**config.mk**
```make
export PLATFORM = sky130hd
export DESIGN_NAME = ssd_display_arbiter
export DESIGN_NICKNAME = d
export VERILOG_FILES = /design/src/rtl/ssd_pkg.sv /design/src/rtl/ssd_tick_gen.sv /design/src/rtl/ssd_display_arbiter.sv
export SDC_FILE = /design/constraint.sdc
export NUM_CORES = 1
export LEC_CHECK = 0
export BUFFER_PORTS_ARGS = -buffer_cell sky130_fd_sc_hd__buf_2
export CORE_AREA = 2 2 86 96
export CTS_BUF_LIST = sky130_fd_sc_hd__clkbuf_16
export DETAILED_ROUTE_END_ITERATION = 16
export DIE_AREA = 0 0 88 98
export GPL_TIMING_DRIVEN = 0
export PLACE_DENSITY = 0.55
export SLEW_MARGIN = 20
export SYNTH_ARGS = -nofsm -noshare
export SYNTH_HDL_FRONTEND = slang
export SYNTH_SLANG_ARGS = --single-unit
```
**constraint.sdc**
```tcl
create_clock -name clk -period 2.75 [get_ports clk]
set_input_delay 0.4125 -clock clk [delete_from_list [all_inputs] [get_ports clk]]
set_output_delay 0.4125 -clock clk [all_outputs]
set_load 0.005 [all_outputs]
```
**src/rtl/ssd_pkg.sv**
```systemverilog
// Shared constants and state encoding for the seven-segment display arbiter.
// Optional client-0 priority is selected with the SSD_ARB_PRIO_EN macro.
package ssd_pkg;

    localparam logic [3:0]  BLANK_NIB  = 4'hF;
    localparam logic [15:0] BLANK_WORD = {4{BLANK_NIB}};

    localparam logic CLIENT0 = 1'b0;
    localparam logic CLIENT1 = 1'b1;

    // Encoding doubles as the one-hot grant vector.
    typedef enum logic [1:0] {
        IDLE = 2'b00,
        OWN0 = 2'b01,
        OWN1 = 2'b10
    } state_e;

    function automatic logic [15:0] owner_word(input state_e st,
                                               input logic [15:0] w0,
                                               input logic [15:0] w1);
        logic [15:0] w;
        w = BLANK_WORD;
        if (st == OWN0) w = w0;
        else if (st == OWN1) w = w1;
        return w;
    endfunction

endpackage

```
**src/rtl/ssd_tick_gen.sv**
```systemverilog
// Free-running slow-tick divider: one-cycle pulse every TICK_DIV clocks.
// Latency: tick is decoded from the registered count; no backpressure, never stalls.
module ssd_tick_gen #(
    parameter int TICK_DIV = 50000000
) (
    input  logic clk,
    input  logic rst_n,
    output logic tick
);

    localparam int CW = (TICK_DIV > 2) ? $clog2(TICK_DIV) : 1;
    localparam logic [CW-1:0] LAST = CW'(TICK_DIV - 1);

    logic [CW-1:0] count_q;
    logic [CW-1:0] count_d;

    always_comb begin
        count_d = (count_q == LAST) ? '0 : count_q + CW'(1);
    end

    always_ff @(posedge clk or negedge rst_n) begin
        if (!rst_n) begin
            count_q <= '0;
        end else begin
            count_q <= count_d;
        end
    end

    assign tick = (count_q == LAST);

endmodule

```
**src/rtl/ssd_display_arbiter.sv**
```systemverilog
// Round-robin owner of the 4-digit display with a minimum hold in slow ticks.
// Latency: grant/nums update one edge after req/data; requesters wait (req level held) until granted.
// SSD_ARB_PRIO_EN: client 0 preempts client 1 and wins idle ties.
module ssd_display_arbiter
    import ssd_pkg::*;
#(
    parameter int TICK_DIV   = 50000000,
    parameter int HOLD_TICKS = 3
) (
    input  logic        clk,
    input  logic        rst_n,
    input  logic [1:0]  req,
    input  logic [15:0] nums0,
    input  logic [15:0] nums1,
    output logic [1:0]  grant,
    output logic [15:0] nums,
    output logic        tick
);

`ifdef SSD_ARB_PRIO_EN
    localparam bit PRIO_EN = 1'b1;
`else
    localparam bit PRIO_EN = 1'b0;
`endif

    localparam int HW = (HOLD_TICKS > 1) ? $clog2(HOLD_TICKS + 1) : 1;
    localparam logic [HW-1:0] HOLD_MAX = HW'(HOLD_TICKS);

    state_e        state_q, state_d;
    logic [HW-1:0] hold_q, hold_d;
    logic          last_q, last_d;
    logic [1:0]    grant_q, grant_d;
    logic [15:0]   nums_q, nums_d;
    logic          hold_full;

    ssd_tick_gen #(
        .TICK_DIV(TICK_DIV)
    ) u_tick_gen (
        .clk  (clk),
        .rst_n(rst_n),
        .tick (tick)
    );

    assign hold_full = (hold_q == HOLD_MAX);

    always_comb begin
        state_d = state_q;
        hold_d  = hold_q;
        last_d  = last_q;

        case (state_q)
            IDLE: begin
                if (req[0] && req[1]) begin
                    state_d = (PRIO_EN || last_q == CLIENT1) ? OWN0 : OWN1;
                end else if (req[0]) begin
                    state_d = OWN0;
                end else if (req[1]) begin
                    state_d = OWN1;
                end
            end
            OWN0: begin
                if (!req[0]) begin
                    state_d = req[1] ? OWN1 : IDLE;
                end else if (req[1] && hold_full) begin
                    state_d = OWN1;
                end
            end
            OWN1: begin
                if (!req[1]) begin
                    state_d = req[0] ? OWN0 : IDLE;
                end else if (req[0] && (PRIO_EN || hold_full)) begin
                    state_d = OWN0;
                end
            end
            default: state_d = IDLE;
        endcase

        // Hold restarts on every ownership change; it only counts while owned.
        if (state_d != state_q || state_d == IDLE) begin
            hold_d = '0;
        end else if (tick && !hold_full) begin
            hold_d = hold_q + HW'(1);
        end

        if (state_d != state_q) begin
            if (state_d == OWN0) last_d = CLIENT0;
            if (state_d == OWN1) last_d = CLIENT1;
        end

        grant_d = state_d;
        nums_d  = owner_word(state_d, nums0, nums1);
    end

    always_ff @(posedge clk or negedge rst_n) begin
        if (!rst_n) begin
            state_q <= IDLE;
            hold_q  <= '0;
            last_q  <= CLIENT1;
            grant_q <= 2'b00;
            nums_q  <= BLANK_WORD;
        end else begin
            state_q <= state_d;
            hold_q  <= hold_d;
            last_q  <= last_d;
            grant_q <= grant_d;
            nums_q  <= nums_d;
        end
    end

    assign grant = grant_q;
    assign nums  = nums_q;

endmodule

```
; ---- Word-level counts from Yosys, hierarchy flattened
; Index checks and enable logic that the tools add are counted.
[totals]
ff_bits = 47
input_bits = 36
elab_cells = 43
[classes]
addsub = 2
eq_ne = 7
n_mux = 18
n_reduce_logical = 11
[ops]
columns = cell, n
row1 = 2-to-1 mux 16 bit, 2
row2 = adder 26 x 1 -> 26 bit (second input constant), 1
row3 = equality test 26 bit (second input constant), 1
row4 = 2-to-1 mux 26 bit, 1
row5 = 2-to-1 mux 2 bit, 11
row6 = equality test 2 bit (second input constant), 3
row7 = case mux 2 bit (3 select lines), 1
row8 = equality test 2 x 1 -> 1 bit (second input constant), 2
row9 = logical AND 1 bit, 4
row10 = zero test 2 bit, 2
row11 = nonzero test 2 bit, 2
row12 = 2-to-1 mux 1 bit, 3
row13 = adder 2 x 1 -> 2 bit (second input constant), 1
row14 = inequality test 2 bit, 1
row15 = AND reduction 2 bit, 1
row16 = zero test 1 bit, 1
row17 = logical OR 1 bit, 1

; ---- Logic depth before layout (Yosys ltp)
[logic_depth]
ltp_word = 8
ltp_mapped = 11

; ---- By module
; A second synthesis with hierarchy kept.
[unflattened]
hier_cells = 241
area_unflattened_um2 = 2337.2
[by_module_without_submodules]
columns = mod, instances, cells_each, area_each_um2
row1 = ssd_tick_gen, 1, 134, 1337.5
row2 = ssd_display_arbiter, 1, 107, 999.7

; ---- Worst setup path before layout
; OpenSTA, ideal clock, no wires.
[synth_path]
path_type = register to register
from = register hold_q[0]
to = register nums_q[10], in the netlist nums[10]
setup_time_ns = 0.073
t_arrival_ns = 2.298
setup_slack_ns = 0.379
path_stages_with_launch = 12
n_path_buf = 2
synth_period_minus_slack_ns = 2.371
path_cell_list = dfrtp_1 ha_1 mux2_2 o21ai_0 nand3_1 inv_1 ha_1 clkbuf_1 nand2b_1 clkbuf_1 nor2_1 a21oi_1
[synth_via]
elab_chain_len = 8
word_cells_on_any_way = 12
cone_classes = 3 x eq/ne / 7 x mux / 2 x reduce/logical
[synth_lines]
columns = item, line
row1 = start: declaration, ssd_display_arbiter.sv:30  ; logic [HW-1:0] hold_q, hold_d;
row2 = start signal: assignment, ssd_display_arbiter.sv:103  ; hold_q <= hold_d;
row3 = equality test 2 bit (*), ssd_display_arbiter.sv:44  ; assign hold_full = (hold_q == HOLD_MAX);
row4 = logical AND 1 bit (on tied branches), "ssd_display_arbiter.sv:71, ssd_display_arbiter.sv:64"
row5 = 2-to-1 mux 2 bit (on tied branches), "ssd_display_arbiter.sv:71, ssd_display_arbiter.sv:64"
row6 = 2-to-1 mux 2 bit (on tied branches), "ssd_display_arbiter.sv:69, ssd_display_arbiter.sv:62"
row7 = case mux 2 bit (3 select lines) (*), ssd_display_arbiter.sv:51  ; case (state_q)
row8 = net grant_d[0], ssd_display_arbiter.sv:32  ; logic [1:0] grant_q, grant_d;
row9 = equality test 2 bit, ssd_pkg.sv:24  ; else if (st == OWN1) w = w1;
row10 = 2-to-1 mux 16 bit, ssd_pkg.sv:24
row11 = 2-to-1 mux 16 bit (*), ssd_pkg.sv:23  ; if (st == OWN0) w = w0;
row12 = net nums_d[10], ssd_display_arbiter.sv:33  ; logic [15:0] nums_q, nums_d;
row13 = end signal: assignment, ssd_display_arbiter.sv:106  ; nums_q <= nums_d;
row14 = end: declaration, ssd_display_arbiter.sv:33
; The timed path passes the listed nets; every way through them passes the cells marked *.
; A chain may end at the register's enable or synchronous reset.

; ---- Final worst setup path
[layout_path]
from = register u_tick_gen.count_q[7]
to = output tick
[layout_via]
elab_chain_len = 1
[layout_lines]
columns = item, line
row1 = start: declaration, ssd_tick_gen.sv:14  ; logic [CW-1:0] count_q;
row2 = start signal: assignment, ssd_tick_gen.sv:25  ; count_q <= count_d;
row3 = equality test 26 bit, ssd_tick_gen.sv:29  ; assign tick = (count_q == LAST);
row4 = end: declaration, ssd_display_arbiter.sv:17  ; output logic tick
; Every way passes these cells.

==> results_dict.tcl <==
set metrics [dict create \
    status "finished clean" \
    fin_skew_ns 0.004420 \
    timing.critical_path.arrival_ns 2.21 \
    drt-initial-drc-count 71 \
    final-setup-viol-count 0 \
    power-per-cell-area_mw_per_mm2 580.2 \
    synth.yosys.seq_area_share_pct 53.11 \
    commonest_non_fill_non_tap_cell_in_the_layout "sky130_fd_sc_hd__buf_2" \
    clockRootBuffer "sky130_fd_sc_hd__clkbuf_16" \
    report.final.slew_viol_count 0 \
    nNetsFinal 333 \
    yosys.area.top_type_share_pct 33.30 \
    max-clock-path-buffers 2 \
    ys_warn_count 0 \
    synthFlopType "sky130_fd_sc_hd__dfrtp_1" \
    antenna_found_initial 0 \
    row_count 34 \
    drt_wl_total_um 4541 \
    max_cap_violations 0 \
    post_synth_num_cell_types 32 \
    wire_length_of_the_first_global_routing_pass_um 8190 \
    final_cells 401 \
    regToRegSetupSlack_ns 0.46 \
    drc_errors 0 \
    critical_path.cell_chain "or4b_4 -> nor4_4 -> and3_1 -> buf_4 -> buf_6 -> buf_2" \
    drive_above_1_share_pct 30.38 \
    drtAntennaViolNets 0 \
    clkLatencyLatePin_ns 0.28 \
    rsz0062_at_grt "no" \
    die-area_mm2 0.008624 \
    dieWidth_um 88 \
    synth_area_mm2 0.002255 \
    first_global_vias 1798 \
    numClockSinks 47 \
    fill_cells 790 \
    cts_tree "yes" \
    grt_max_degree 48 \
    final.setup.worst_slack_ns 0.1248 \
    core_area_mm2 0.007700 \
    yosys-top-cells-area "sky130_fd_sc_hd__dfrtp_1 (33%), sky130_fd_sc_hd__dfstp_2 (20%), sky130_fd_sc_hd__nor2_1 (6.0%)" \
    seqCellArea_mm2 0.001199 \
    detailedPlace.worstSlack_ns -0.06356 \
    drt_pass1_iterations 4 \
    cts-htree-levels 2 \
    postSynthCellCount 233 \
    worstPathMaxFanout 10 \
    worst_pin_slew_ns 0.7723 \
    ios 55 \
    syn_area_per_cell_um2 9.677 \
    avgViaCountPerCell 4.319 \
    synthToLayoutAreaGrowth_pct 25.31 \
    timing.critical_path.to_type "output port" \
    globalplace.congestion 0.7009 \
    finalHoldViolCount 0 \
    die_height_um 98 \
    start_util_pct 29.28 \
    routed_wire_length_per_instance_um 11.32 \
    final_period_minus_worst_setup_slack_ns 2.625 \
    post_synth_top_area_cell "sky130_fd_sc_hd__dfrtp_1" \
    synth_async_sr_flop_share_pct 100.0 \
    clkSlewWorstSetupHoldPaths_ns 0.06 \
    lkg_pwr_uw 0.001345 \
    reg2reg_depth 9 \
    totalPowerFinal_uw 1639 \
    crit_path_top_delay_cell "sky130_fd_sc_hd__or4b_4" \
    synth_nets 274 \
    detailedPlacementHpwl_um 3306 \
    yosys_register_bits 47 \
    slew_headroom_pct 48.12 \
    layout_common_cells "sky130_fd_sc_hd__buf_2 (53), sky130_fd_sc_hd__nor2_1 (36), sky130_fd_sc_hd__dfrtp_1 (29)" \
    synth_edf_count 0 \
    critical_path.max_stage_delay_ns 0.54 \
    path_class "flop to output port" \
    worstHoldPathType "input port to async pin" \
    gr-usage-all-layers_pct 11.93 \
    diodes 0 \
    fmax_mhz 380.9 \
    power.ir.vdd_worst_mv 0.2319 \
    final.period_utilization_pct 95.46 \
    worst_setup_path_start_kind "flop" \
    grt_overflow 0 \
    io_buffers 54 \
    num_vias 1732 \
    number_of_buffers_created_by_cts 5 \
    total_placed_cells_including_tap_cells 395 \
    worst_ep_required_time_ns 2.34 \
    area_used_by_multi_input_combinational_logic_um2 952.2 \
]
-- cell families (layout without fill, tap and decap cells) --
| group | Yosys count | in the layout | share of synthesized area [%] |
|---|---|---|---|
| fa+ha+maj | 5 | 5 | 2.775 |
| simple gates | 102 | 102 | 22.92 |
| flops | 47 | 47 | 53.11 |
| compound gates | 27 | 27 | 6.105 |
| xor+xnor | 21 | 21 | 8.158 |
| mux | 4 | 4 | 1.942 |
| buf+inv | 27 | 87 | 4.995 |
-- repair_timing --
action / in CTS / in global routing
hold buffers: 0 / 0
endpoints found under the setup margin: 10 / 16
gates resized for setup: 0 / 5
buffers inserted: 0 / 0
-- worst max-delay path, delay by kind of cell (launching register included) --
family / cells / cell delay, ns
buf+inv: 3 / 0.43
flops: 1 / 0.45
simple gates: 3 / 1.03
-- metal layers --
metal  GRT usage (%)  wire length (um)  vias to the layer above
met5               0                 0                        -
met4           3.550                60                        0
met3           4.057               291                        7
met2           19.11              2109                       46
met1           15.17              2080                      790
li1                -                 -                      889
-- synthesized netlist by cell type (2+ instances only) --
cell type,instances
sky130_fd_sc_hd__ha_1,5
sky130_fd_sc_hd__o21ai_1,4
sky130_fd_sc_hd__nand4_1,8
sky130_fd_sc_hd__inv_1,21
sky130_fd_sc_hd__nand2_1,15
sky130_fd_sc_hd__nor3_1,6
sky130_fd_sc_hd__dfstp_2,17
sky130_fd_sc_hd__nand2b_1,2
sky130_fd_sc_hd__xor2_1,15
sky130_fd_sc_hd__mux2_2,3
sky130_fd_sc_hd__nor2b_1,3
sky130_fd_sc_hd__nand3_1,15
sky130_fd_sc_hd__and3_1,4
sky130_fd_sc_hd__xnor2_1,6
sky130_fd_sc_hd__nand3b_1,3
sky130_fd_sc_hd__o21ai_0,3
sky130_fd_sc_hd__a21oi_1,18
sky130_fd_sc_hd__nor2_1,36
sky130_fd_sc_hd__dfrtp_1,30
sky130_fd_sc_hd__nor3b_1,2
sky130_fd_sc_hd__nor4_1,3
sky130_fd_sc_hd__clkbuf_1,4
-- metrics by stage --
stage	TNS [ns]	hold slack, ns	util, %	area (um^2)
3_5_place_dp	-0.2354	0.4570	34.55	2660
3_3_place_gp	-0.01281	0.4588	34.55	2660
2_1_floorplan	0	0.1169	-	2255
5_1_grt	0	0.1844	36.69	2825
6_report	0	0.1258	36.69	2825
4_1_cts	0	0.3057	36.58	2816
-- report_power, final --
part / switching [uW] / total (uW) / internal [uW]
Clock: 253 / 642 / 389
Sequential: 17.8 / 789 / 771
Combinational: 110 / 208 / 97.4
-- worst paths after layout --
check                                       from                     end
setup reg to reg                       hold_q[0]                 nums[8]
max in group asynchronous                  rst_n   u_tick_gen.count_q[7]
hold / removal                             rst_n  u_tick_gen.count_q[10]
setup / recovery           u_tick_gen.count_q[7]                    tick
min in group clk                       nums0[15]                nums[15]
hold reg to reg            u_tick_gen.count_q[6]   u_tick_gen.count_q[6]
-- area by class of cell --
class / instances / area share, %
flip-flops and latches: 47 / 42.43
multi-input cells: 159 / 33.70
repair buffers: 54 / 9.655
clock buffers: 6 / 5.314
well taps: 108 / 4.783
inverters: 21 / 2.790
plain buffers: 4 / 0.9743
clock inverters: 2 / 0.3543
-- state kept, by name, indices dropped and copies added (netlist names) --
| name | flops |
|---|---|
| u_tick_gen.count_q | 26 |
| nums | 16 |
| grant | 2 |
| hold_q | 2 |
| last_q | 1 |
(Power assumes the default switching activity.)
